### config.mk
export PLATFORM = sky130hd
export DESIGN_NAME = df_mid_tdatq_deq13_flat
export DESIGN_NICKNAME = d
export VERILOG_FILES = /design/src/rtl/df_mid_tdatq_deq13_if.sv /design/src/rtl/df_mid_tdatq_deq13.sv /design/src/flat_wrapper.sv
export SDC_FILE = /design/constraint.sdc
export NUM_CORES = 1
export LEC_CHECK = 0
export ABC_AREA = 1
export CORE_UTILIZATION = 42
export DETAILED_ROUTE_END_ITERATION = 6
export GPL_TIMING_DRIVEN = 0
export PLACE_DENSITY = 0.79
export SYNTH_ARGS = -nofsm -noshare
export SYNTH_HDL_FRONTEND = slang
export SYNTH_SLANG_ARGS = --single-unit
### constraint.sdc
create_clock -name Clk -period 1.7 [get_ports Clk]
set_input_delay 0.34 -clock Clk [delete_from_list [all_inputs] [get_ports Clk]]
set_output_delay 0.34 -clock Clk [all_outputs]
set_load 0.01 [all_outputs]
### src/rtl/df_mid_tdatq_deq13_if.sv
// Queue-to-dequeue-stage bundle: queue contents, pick mask, delete pulse and the
// downstream valid/ready packet port.
interface df_mid_tdatq_deq13_if #(
  parameter int WIDTH = 4,
  parameter int DEPTH = 4
);
  logic [DEPTH*WIDTH-1:0] QVect;
  logic [DEPTH-1:0]       Valid;
  logic [DEPTH-1:0]       Oldest;
  logic [DEPTH-1:0]       Pickable;
  logic [DEPTH-1:0]       DelValid;
  logic                   DeqVld;
  logic                   DeqRdy;
  logic [WIDTH-1:0]       DeqPkt;
  logic [DEPTH-1:0]       DeqIx;
  logic                   Flush;
  logic [7:0]             DeqCnt;
  logic                   OneHotErr;

  // Queue/consumer side
  modport master (
    output QVect, Valid, Oldest, DeqRdy, Flush,
    input  Pickable, DelValid, DeqVld, DeqPkt, DeqIx, DeqCnt, OneHotErr
  );

  // Dequeue stage side
  modport slave (
    input  QVect, Valid, Oldest, DeqRdy, Flush,
    output Pickable, DelValid, DeqVld, DeqPkt, DeqIx, DeqCnt, OneHotErr
  );
endinterface

### src/rtl/df_mid_tdatq_deq13.sv
// Single-entry dequeue stage: picks the oldest pickable queue entry, holds it
// under backpressure, and pulses a delete back to the queue after the handshake.
module df_mid_tdatq_deq13 #(
  parameter int WIDTH = 4,
  parameter int DEPTH = 4
) (
  input  logic Clk,
  input  logic Reset,
  df_mid_tdatq_deq13_if.slave q
);

  typedef enum logic [1:0] {IDLE, LOADED, FLUSH} state_t;

  localparam logic [DEPTH-1:0] ONE_D = DEPTH'(1);

  state_t           state_q, state_d;
  logic [DEPTH-1:0] inflight_q, inflight_d;
  logic [DEPTH-1:0] ix_q, ix_d;
  logic [DEPTH-1:0] del_q, del_d;
  logic [WIDTH-1:0] pkt_q, pkt_d;
  logic [7:0]       cnt_q, cnt_d;
  logic             err_q, err_d;

  logic [DEPTH-1:0] pickable;
  logic [DEPTH-1:0] pick;
  logic [WIDTH-1:0] pick_pkt;
  logic             multi_hot;
  logic             pick_ok;
  logic             hs;

  function automatic logic is_multi_hot(input logic [DEPTH-1:0] v);
    return (v & (v - ONE_D)) != '0;
  endfunction

  function automatic logic is_one_hot(input logic [DEPTH-1:0] v);
    return (v != '0) && !is_multi_hot(v);
  endfunction

  always_comb begin
    pickable = '0;
    if (!q.Flush && state_q != FLUSH) pickable = q.Valid & ~inflight_q;
  end

  // A multi-hot Oldest vetoes the pick even if only one of its bits is pickable
  assign pick      = q.Oldest & pickable;
  assign multi_hot = is_multi_hot(q.Oldest);
  assign pick_ok   = is_one_hot(pick) && !multi_hot;
  assign hs        = (state_q == LOADED) && q.DeqRdy;

  always_comb begin
    pick_pkt = '0;
    for (int i = 0; i < DEPTH; i++) begin
      if (pick[i]) pick_pkt = pick_pkt | q.QVect[i*WIDTH +: WIDTH];
    end
  end

  always_comb begin
    state_d    = state_q;
    pkt_d      = pkt_q;
    ix_d       = ix_q;
    cnt_d      = cnt_q;
    del_d      = '0;
    err_d      = err_q | multi_hot;
    // The entry deleted this cycle leaves the in-flight set at this edge
    inflight_d = inflight_q & ~del_q;

    if (q.Flush) begin
      state_d    = FLUSH;
      inflight_d = '0;
    end else begin
      unique case (state_q)
        IDLE: begin
          if (pick_ok) begin
            pkt_d      = pick_pkt;
            ix_d       = pick;
            inflight_d = inflight_d | pick;
            state_d    = LOADED;
          end
        end
        LOADED: begin
          if (hs) begin
            del_d = ix_q;
            cnt_d = cnt_q + 8'd1;
            if (pick_ok) begin
              pkt_d      = pick_pkt;
              ix_d       = pick;
              inflight_d = inflight_d | pick;
            end else begin
              state_d = IDLE;
            end
          end
        end
        FLUSH: state_d = IDLE;
        default: state_d = IDLE;
      endcase
    end
  end

  always_ff @(posedge Clk) begin
    if (Reset) begin
      state_q    <= IDLE;
      inflight_q <= '0;
      pkt_q      <= '0;
      ix_q       <= '0;
      del_q      <= '0;
      cnt_q      <= '0;
      err_q      <= 1'b0;
    end else begin
      state_q    <= state_d;
      inflight_q <= inflight_d;
      pkt_q      <= pkt_d;
      ix_q       <= ix_d;
      del_q      <= del_d;
      cnt_q      <= cnt_d;
      err_q      <= err_d;
    end
  end

  assign q.Pickable  = pickable;
  assign q.DelValid  = del_q;
  assign q.DeqVld    = (state_q == LOADED);
  assign q.DeqPkt    = pkt_q;
  assign q.DeqIx     = ix_q;
  assign q.DeqCnt    = cnt_q;
  assign q.OneHotErr = err_q;

endmodule

### src/flat_wrapper.sv
// flat-port wrapper written by rule: the top's interface ports become plain ports
module df_mid_tdatq_deq13_flat 
#(
  parameter int WIDTH = 4,
  parameter int DEPTH = 4
)
  (Clk, Reset, q_QVect, q_Valid, q_Oldest, q_DeqRdy, q_Flush, q_Pickable, q_DelValid, q_DeqVld, q_DeqPkt, q_DeqIx, q_DeqCnt, q_OneHotErr);
  df_mid_tdatq_deq13_if #(.WIDTH(WIDTH), .DEPTH(DEPTH)) q_i ();
  input  logic Clk;
  input  logic Reset;
  input wire logic [$bits(q_i.QVect)-1:0] q_QVect;
  input wire logic [$bits(q_i.Valid)-1:0] q_Valid;
  input wire logic [$bits(q_i.Oldest)-1:0] q_Oldest;
  input wire logic [$bits(q_i.DeqRdy)-1:0] q_DeqRdy;
  input wire logic [$bits(q_i.Flush)-1:0] q_Flush;
  output wire logic [$bits(q_i.Pickable)-1:0] q_Pickable;
  output wire logic [$bits(q_i.DelValid)-1:0] q_DelValid;
  output wire logic [$bits(q_i.DeqVld)-1:0] q_DeqVld;
  output wire logic [$bits(q_i.DeqPkt)-1:0] q_DeqPkt;
  output wire logic [$bits(q_i.DeqIx)-1:0] q_DeqIx;
  output wire logic [$bits(q_i.DeqCnt)-1:0] q_DeqCnt;
  output wire logic [$bits(q_i.OneHotErr)-1:0] q_OneHotErr;
  assign q_i.QVect = q_QVect;
  assign q_i.Valid = q_Valid;
  assign q_i.Oldest = q_Oldest;
  assign q_i.DeqRdy = q_DeqRdy;
  assign q_i.Flush = q_Flush;
  assign q_Pickable = q_i.Pickable;
  assign q_DelValid = q_i.DelValid;
  assign q_DeqVld = q_i.DeqVld;
  assign q_DeqPkt = q_i.DeqPkt;
  assign q_DeqIx = q_i.DeqIx;
  assign q_DeqCnt = q_i.DeqCnt;
  assign q_OneHotErr = q_i.OneHotErr;
  df_mid_tdatq_deq13 #(.WIDTH(WIDTH), .DEPTH(DEPTH)) u_core (.Clk(Clk), .Reset(Reset), .q(q_i));
endmodule
# --- Yosys cells after proc, flatten, opt, wreduce, memory -nomap -nowiden ---
# Index checks and enable logic that the tools add are counted.
op_classes:
  n_addsub: 3
  eq_ne: 8
  muxes: 19
  bitwise_logic: 15
  n_reduce_logical: 18
ops:
  columns: ["op", "n"]
  rows:
  - ["$mux W4", 11]
  - ["$pmux W4 S2", 3]
  - ["$and A4 B4 Y4", 5]
  - ["$or A4 B4 Y4", 4]
  - ["$reduce_and A3 Y1", 4]
  - ["$reduce_bool A4 Y1", 3]
  - ["$add A8 B1 Y8 const B", 1]
  - ["$mux W2", 4]
  - ["$not A4 Y4", 2]
  - ["$sub A4 B1 Y4 const B", 2]
  - ["$ne A3 B2 Y1 const B", 2]
  - ["$logic_and A1 B1 Y1", 4]
  - ["$ne A2 B1 Y1 const B", 2]
  - ["$ne A2 B2 Y1 const B", 2]
  - ["$pmux W2 S2", 1]
  - ["$reduce_or A4 Y1", 1]
  - ["$logic_not A1 Y1", 3]
  - ["$ne A3 B3 Y1 const B", 1]
  - ["$not A1 Y1", 3]
  - ["$eq A2 B1 Y1 const B", 1]
  - ["$logic_not A2 Y1", 1]
  - ["$reduce_bool A2 Y1", 1]
  - ["$reduce_or A2 Y1", 1]
  - ["$or A1 B1 Y1", 1]
totals:
  ff_bits: 27
  elab_cells: 71

# --- Logic depth before layout (Yosys ltp) ---
logic_depth:
  word_depth: 14
  ltp_mapped: 11
  ltp_nobuf: 10

# --- Worst setup path before layout ---
# Ideal clock, no wire load.
synth_timing:
  path_type: "input-to-reg"
  start: "in q_Oldest[0]"
  end: "reg u_core.pkt_q[0] (netlist: u_core.q.DeqPkt[0])"
  setup_ns: 0.113
  arrival_ns: 1.225
  required_ns: 1.587
  path_slack_ns: 0.362
  path_stages: 6
  cell_sequence: "or2_1 a22oi_4 nand4_2 buf_6 nor2_1 nor2_1"
synth_between:
  elab_chain_len: 11
  elab_cells_between_ends: 22
  classes_between: "2 x add/sub; 7 x mux; 6 x bitwise; 7 x reduce/logical"
synth_lines:
  columns: ["element", "line_no", "rtl"]
  rows:
  - ["start, declared", "flat_wrapper.sv:13", "input wire logic [$bits(q_i.Oldest)-1:0] q_Oldest;"]
  - ["parallel branches: the longest is 8 deep, another holds $sub A4 B1 Y4", null, null]
  - ["$mux W4 (*)", "df_mid_tdatq_deq13.sv:73, df_mid_tdatq_deq13.sv:84", null]
  - ["$mux W4", "df_mid_tdatq_deq13.sv:81", "if (hs) begin"]
  - ["$pmux W4 S2 (*)", "df_mid_tdatq_deq13.sv:71", "unique case (state_q)"]
  - ["end signal, assigned", "df_mid_tdatq_deq13.sv:111", "pkt_q <= pkt_d;"]
  - ["end, declared", "df_mid_tdatq_deq13.sv:20", "logic [WIDTH-1:0] pkt_q, pkt_d;"]
# Mark *: on every way between the ends. The select of a mux whose other input is x is not followed.
# A chain may end at the register's enable or synchronous reset.

# --- Final worst setup path ---
layout_timing:
  start: "reg u_core.cnt_q[1] (netlist: u_core.q.DeqCnt[1])"
  end: "out q_DeqCnt[1]"
layout_rtl:
  columns: ["element", "line_no", "rtl"]
  rows:
  - ["start, declared", "df_mid_tdatq_deq13.sv:21", "logic [7:0] cnt_q, cnt_d;"]
  - ["start signal, assigned", "df_mid_tdatq_deq13.sv:114", "cnt_q <= cnt_d;"]
  - ["end, declared", "flat_wrapper.sv:21", "output wire logic [$bits(q_i.DeqCnt)-1:0] q_DeqCnt;"]
# No word-level cell between the ends.

==> results.txt <==
Residual DRC -> 4
status -> finished with violations
Final nets -> 281
most common cell in the netlist -> nand2_1
starting density of the core -> 45.48%
clock latency on the worst-skew pair -> 0.32 ns
Worst slew margin -> 72.95%
Post-DP HPWL -> 2.337 mm
htree depth -> 1
I/O pins -> 54
global-route total usage across every layer -> 19.85%
minimum clock period -> 1.635 ns
failing checks -> DRC
syn_nets -> 223
Leakage -> 0.8123 nW
start point of the worst hold path -> Reset
# clock sinks -> 27
Post-synth top cells -> nand2_1, inv_1, dfxtp_1, nor2_1, a21oi_1
Mapped Avg Cell Area -> 6.688 um^2
maximum fanout along the worst path -> 4
maximum VDD drop -> 407.0 uV
post-route ant nets -> 0
CP required -> 1.36 ns
detailed-route via count -> 1,332
Post-Synthesis Cells -> 194
largest net degree at the start of global routing -> 17
most area-hungry cell type in the Yosys netlist -> dfxtp_1
CP Capture Type -> output port
initial antenna violation count -> 0
Clock Skew -> 0.006460 ns
routed len/inst -> 11.22 um
ANT cells -> 0
Max stage delay cell, worst path -> clkdlybuf4s50_1
clock slew at reported path FFs -> 0.15 ns
Yosys top cell area share -> 41.66%
final instance area -> 1913 um^2
Crit path max-delay family -> buffers and inverters
Hold Vio Cnt, Final -> 0
Placed Area -> 1857 um^2
Setup Crit Path Kind -> flip-flop to output port
Critical R2R Capture -> u_core.q.DeqIx[0]
Tcrit/Tclk final -> 96.15%
row cnt -> 19
CP Launch Type -> flip-flop
core footprint -> 2853 um^2
worst hold endpoint -> u_core.state_q[1]
CTS max path bufs -> 2
worst hold path depth -> 2
Synth Flop Type -> dfxtp_1
CP arrival -> 1.29 ns
min-delay worst type -> primary input to flip-flop
reg-to-reg slack, setup -> 0.27 ns
CP bufs+invs -> 1
Mapped Area -> 1297 um^2
R2R depth -> 10
die area -> 3315 um^2
layout overhead on the synthesized area -> 47.44%
# port buffers -> 52
vias in the first global route -> 1,196
Fmax -> 611.8 MHz
Power Density -> 594.1 nW/um^2
first-pass GRT wire length -> 5.126 mm
max-cap violations -> 0
final setup fails -> 0
Slew Limit Fails -> 0
DR iter-0 viols -> 54
TritonCTS Buffers -> 3
flops & latches, synth -> 27
Netlist cell types -> 20
die height -> 57.58 um
EDFF count, synth -> 0
crit-path max cell delay -> 0.56 ns
Ys Warns -> 0
RSZ-0062 raised after global routing -> yes
Worst Tran Pin Value -> 0.4057 ns
ranking of synthesized cells by area -> dfxtp_1, nand2_1, inv_1, nor2_1, a21oi_1
Post-CTS Hold Fix Bufs -> 0
Setup TNS -> 0 ns
ys async rst share -> 0%
sequential area share after synthesis -> 41.66%
Post-Route WL -> 3.163 mm
Critical R2R Launch -> u_core.state_q[0]
Vias/cell -> 4.723
TritonCTS clock tree -> done
Die Wd -> 57.58 um
layout cells sized above 1 -> 9.163%
critical path cell sequence -> clkdlybuf4s50_1
clk root buf -> clkbuf_4
routability congestion estimate -> 0.8141
drt pass-1 iters -> 7
global route total overflow -> 0
Fillers -> 266
flip-flops by register name (all words and copies together) (netlist names):
register	count
u_core.q.DelValid	4
u_core.q.OneHotErr	1
u_core.inflight_q	4
u_core.q.DeqIx	4
u_core.q.DeqCnt	8
u_core.q.DeqPkt	4
u_core.state_q	2
per-stage QoR:
stage / cells / hold WS, ns / power (W) / util [%] / worst slack (ns)
floorplan: 194 / 0.4575 / 0.0007500 / - / 0.3624
global placement: 277 / 0.4289 / 0.0008566 / 65.09 / -0.4749
detailed placement: 277 / 0.4382 / 0.0008578 / 65.09 / -0.4776
CTS: 282 / 0.3397 / 0.001141 / 66.49 / 0.01086
global route: 282 / 0.3749 / 0.001195 / 67.06 / -0.03806
finish: 282 / 0.3432 / 0.001137 / 67.06 / 0.06545
layout by cell type, fill, tap and decap left out, types with 2 or more instances in the layout:
cell type,instances
clkdlybuf4s50_1,47
dfxtp_1,26
nor3_1,2
o21ai_0,6
nor2_1,24
nand3_1,4
a21oi_1,17
nor3_2,3
clkbuf_4,4
nand2_1,47
nand4_1,12
inv_1,37
nand2_2,2
clkbuf_2,2
how the worst max path moves through the flow:
stage	cells after the start	to	slack, ns	startpoint
finish	1	q_DeqCnt[1]	0.07	u_core.q.DeqCnt[1]
detailed placement	5	q_Pickable[1]	-0.48	q_Flush
floorplan	6	u_core.q.DeqPkt[0]	0.36	q_Oldest[0]
global placement	5	q_Pickable[1]	-0.47	q_Flush
CTS	5	q_Pickable[3]	0.01	u_core.state_q[0]
global route	5	q_Pickable[0]	-0.04	u_core.state_q[0]
per-layer routing:
| metal | track usage, % | wire, um | part of all wire [%] | vias to the layer above |
|---|---|---|---|---|
| met5 | 0 | 0 | 0 | - |
| met4 | 6.272 | 13 | 0.41 | 0 |
| met3 | 3.175 | 178 | 5.6 | 2 |
| met2 | 32.89 | 1432 | 45 | 32 |
| met1 | 26.41 | 1538 | 49 | 573 |
| li1 | - | - | - | 725 |
cell families (layout without fill, tap and decap cells):
logic type	Yosys count	count (layout)	share of synthesized area (%)
and+or+nand+nor	101	101	34.14
adders and majority gates	1	1	0.9642
DFF	27	27	41.66
buffers and inverters	41	98	12.73
AOI/OAI and AO/OA	24	24	10.51
repair_timing:
item,in CTS,in global routing
gates resized for setup,12,12
endpoints found under the setup margin,5,13
pin swaps,0,0
buffers inserted,1,0
final cells by class:
| class | instances | area (um^2) | area share [%] |
|---|---|---|---|
| multi-input cells | 126 | 624.3 | 32.64 |
| flip-flops and latches | 27 | 541.8 | 28.32 |
| repair buffers | 53 | 513.0 | 26.81 |
| inverters | 38 | 142.6 | 7.456 |
| well taps | 31 | 38.79 | 2.027 |
| clock buffers | 3 | 22.52 | 1.177 |
| plain buffers | 3 | 22.52 | 1.177 |
| clock inverters | 1 | 7.507 | 0.3924 |
where the power goes:
part,total [W],switching [W],internal [W]
logic,0.000203,0.0000961,0.000107
registers,0.000649,0.00000569,0.000643
clock network,0.000285,0.000195,0.0000899
total,0.00114,0.000296,0.000840
Note: power is estimated with default switching activity, not from simulation.
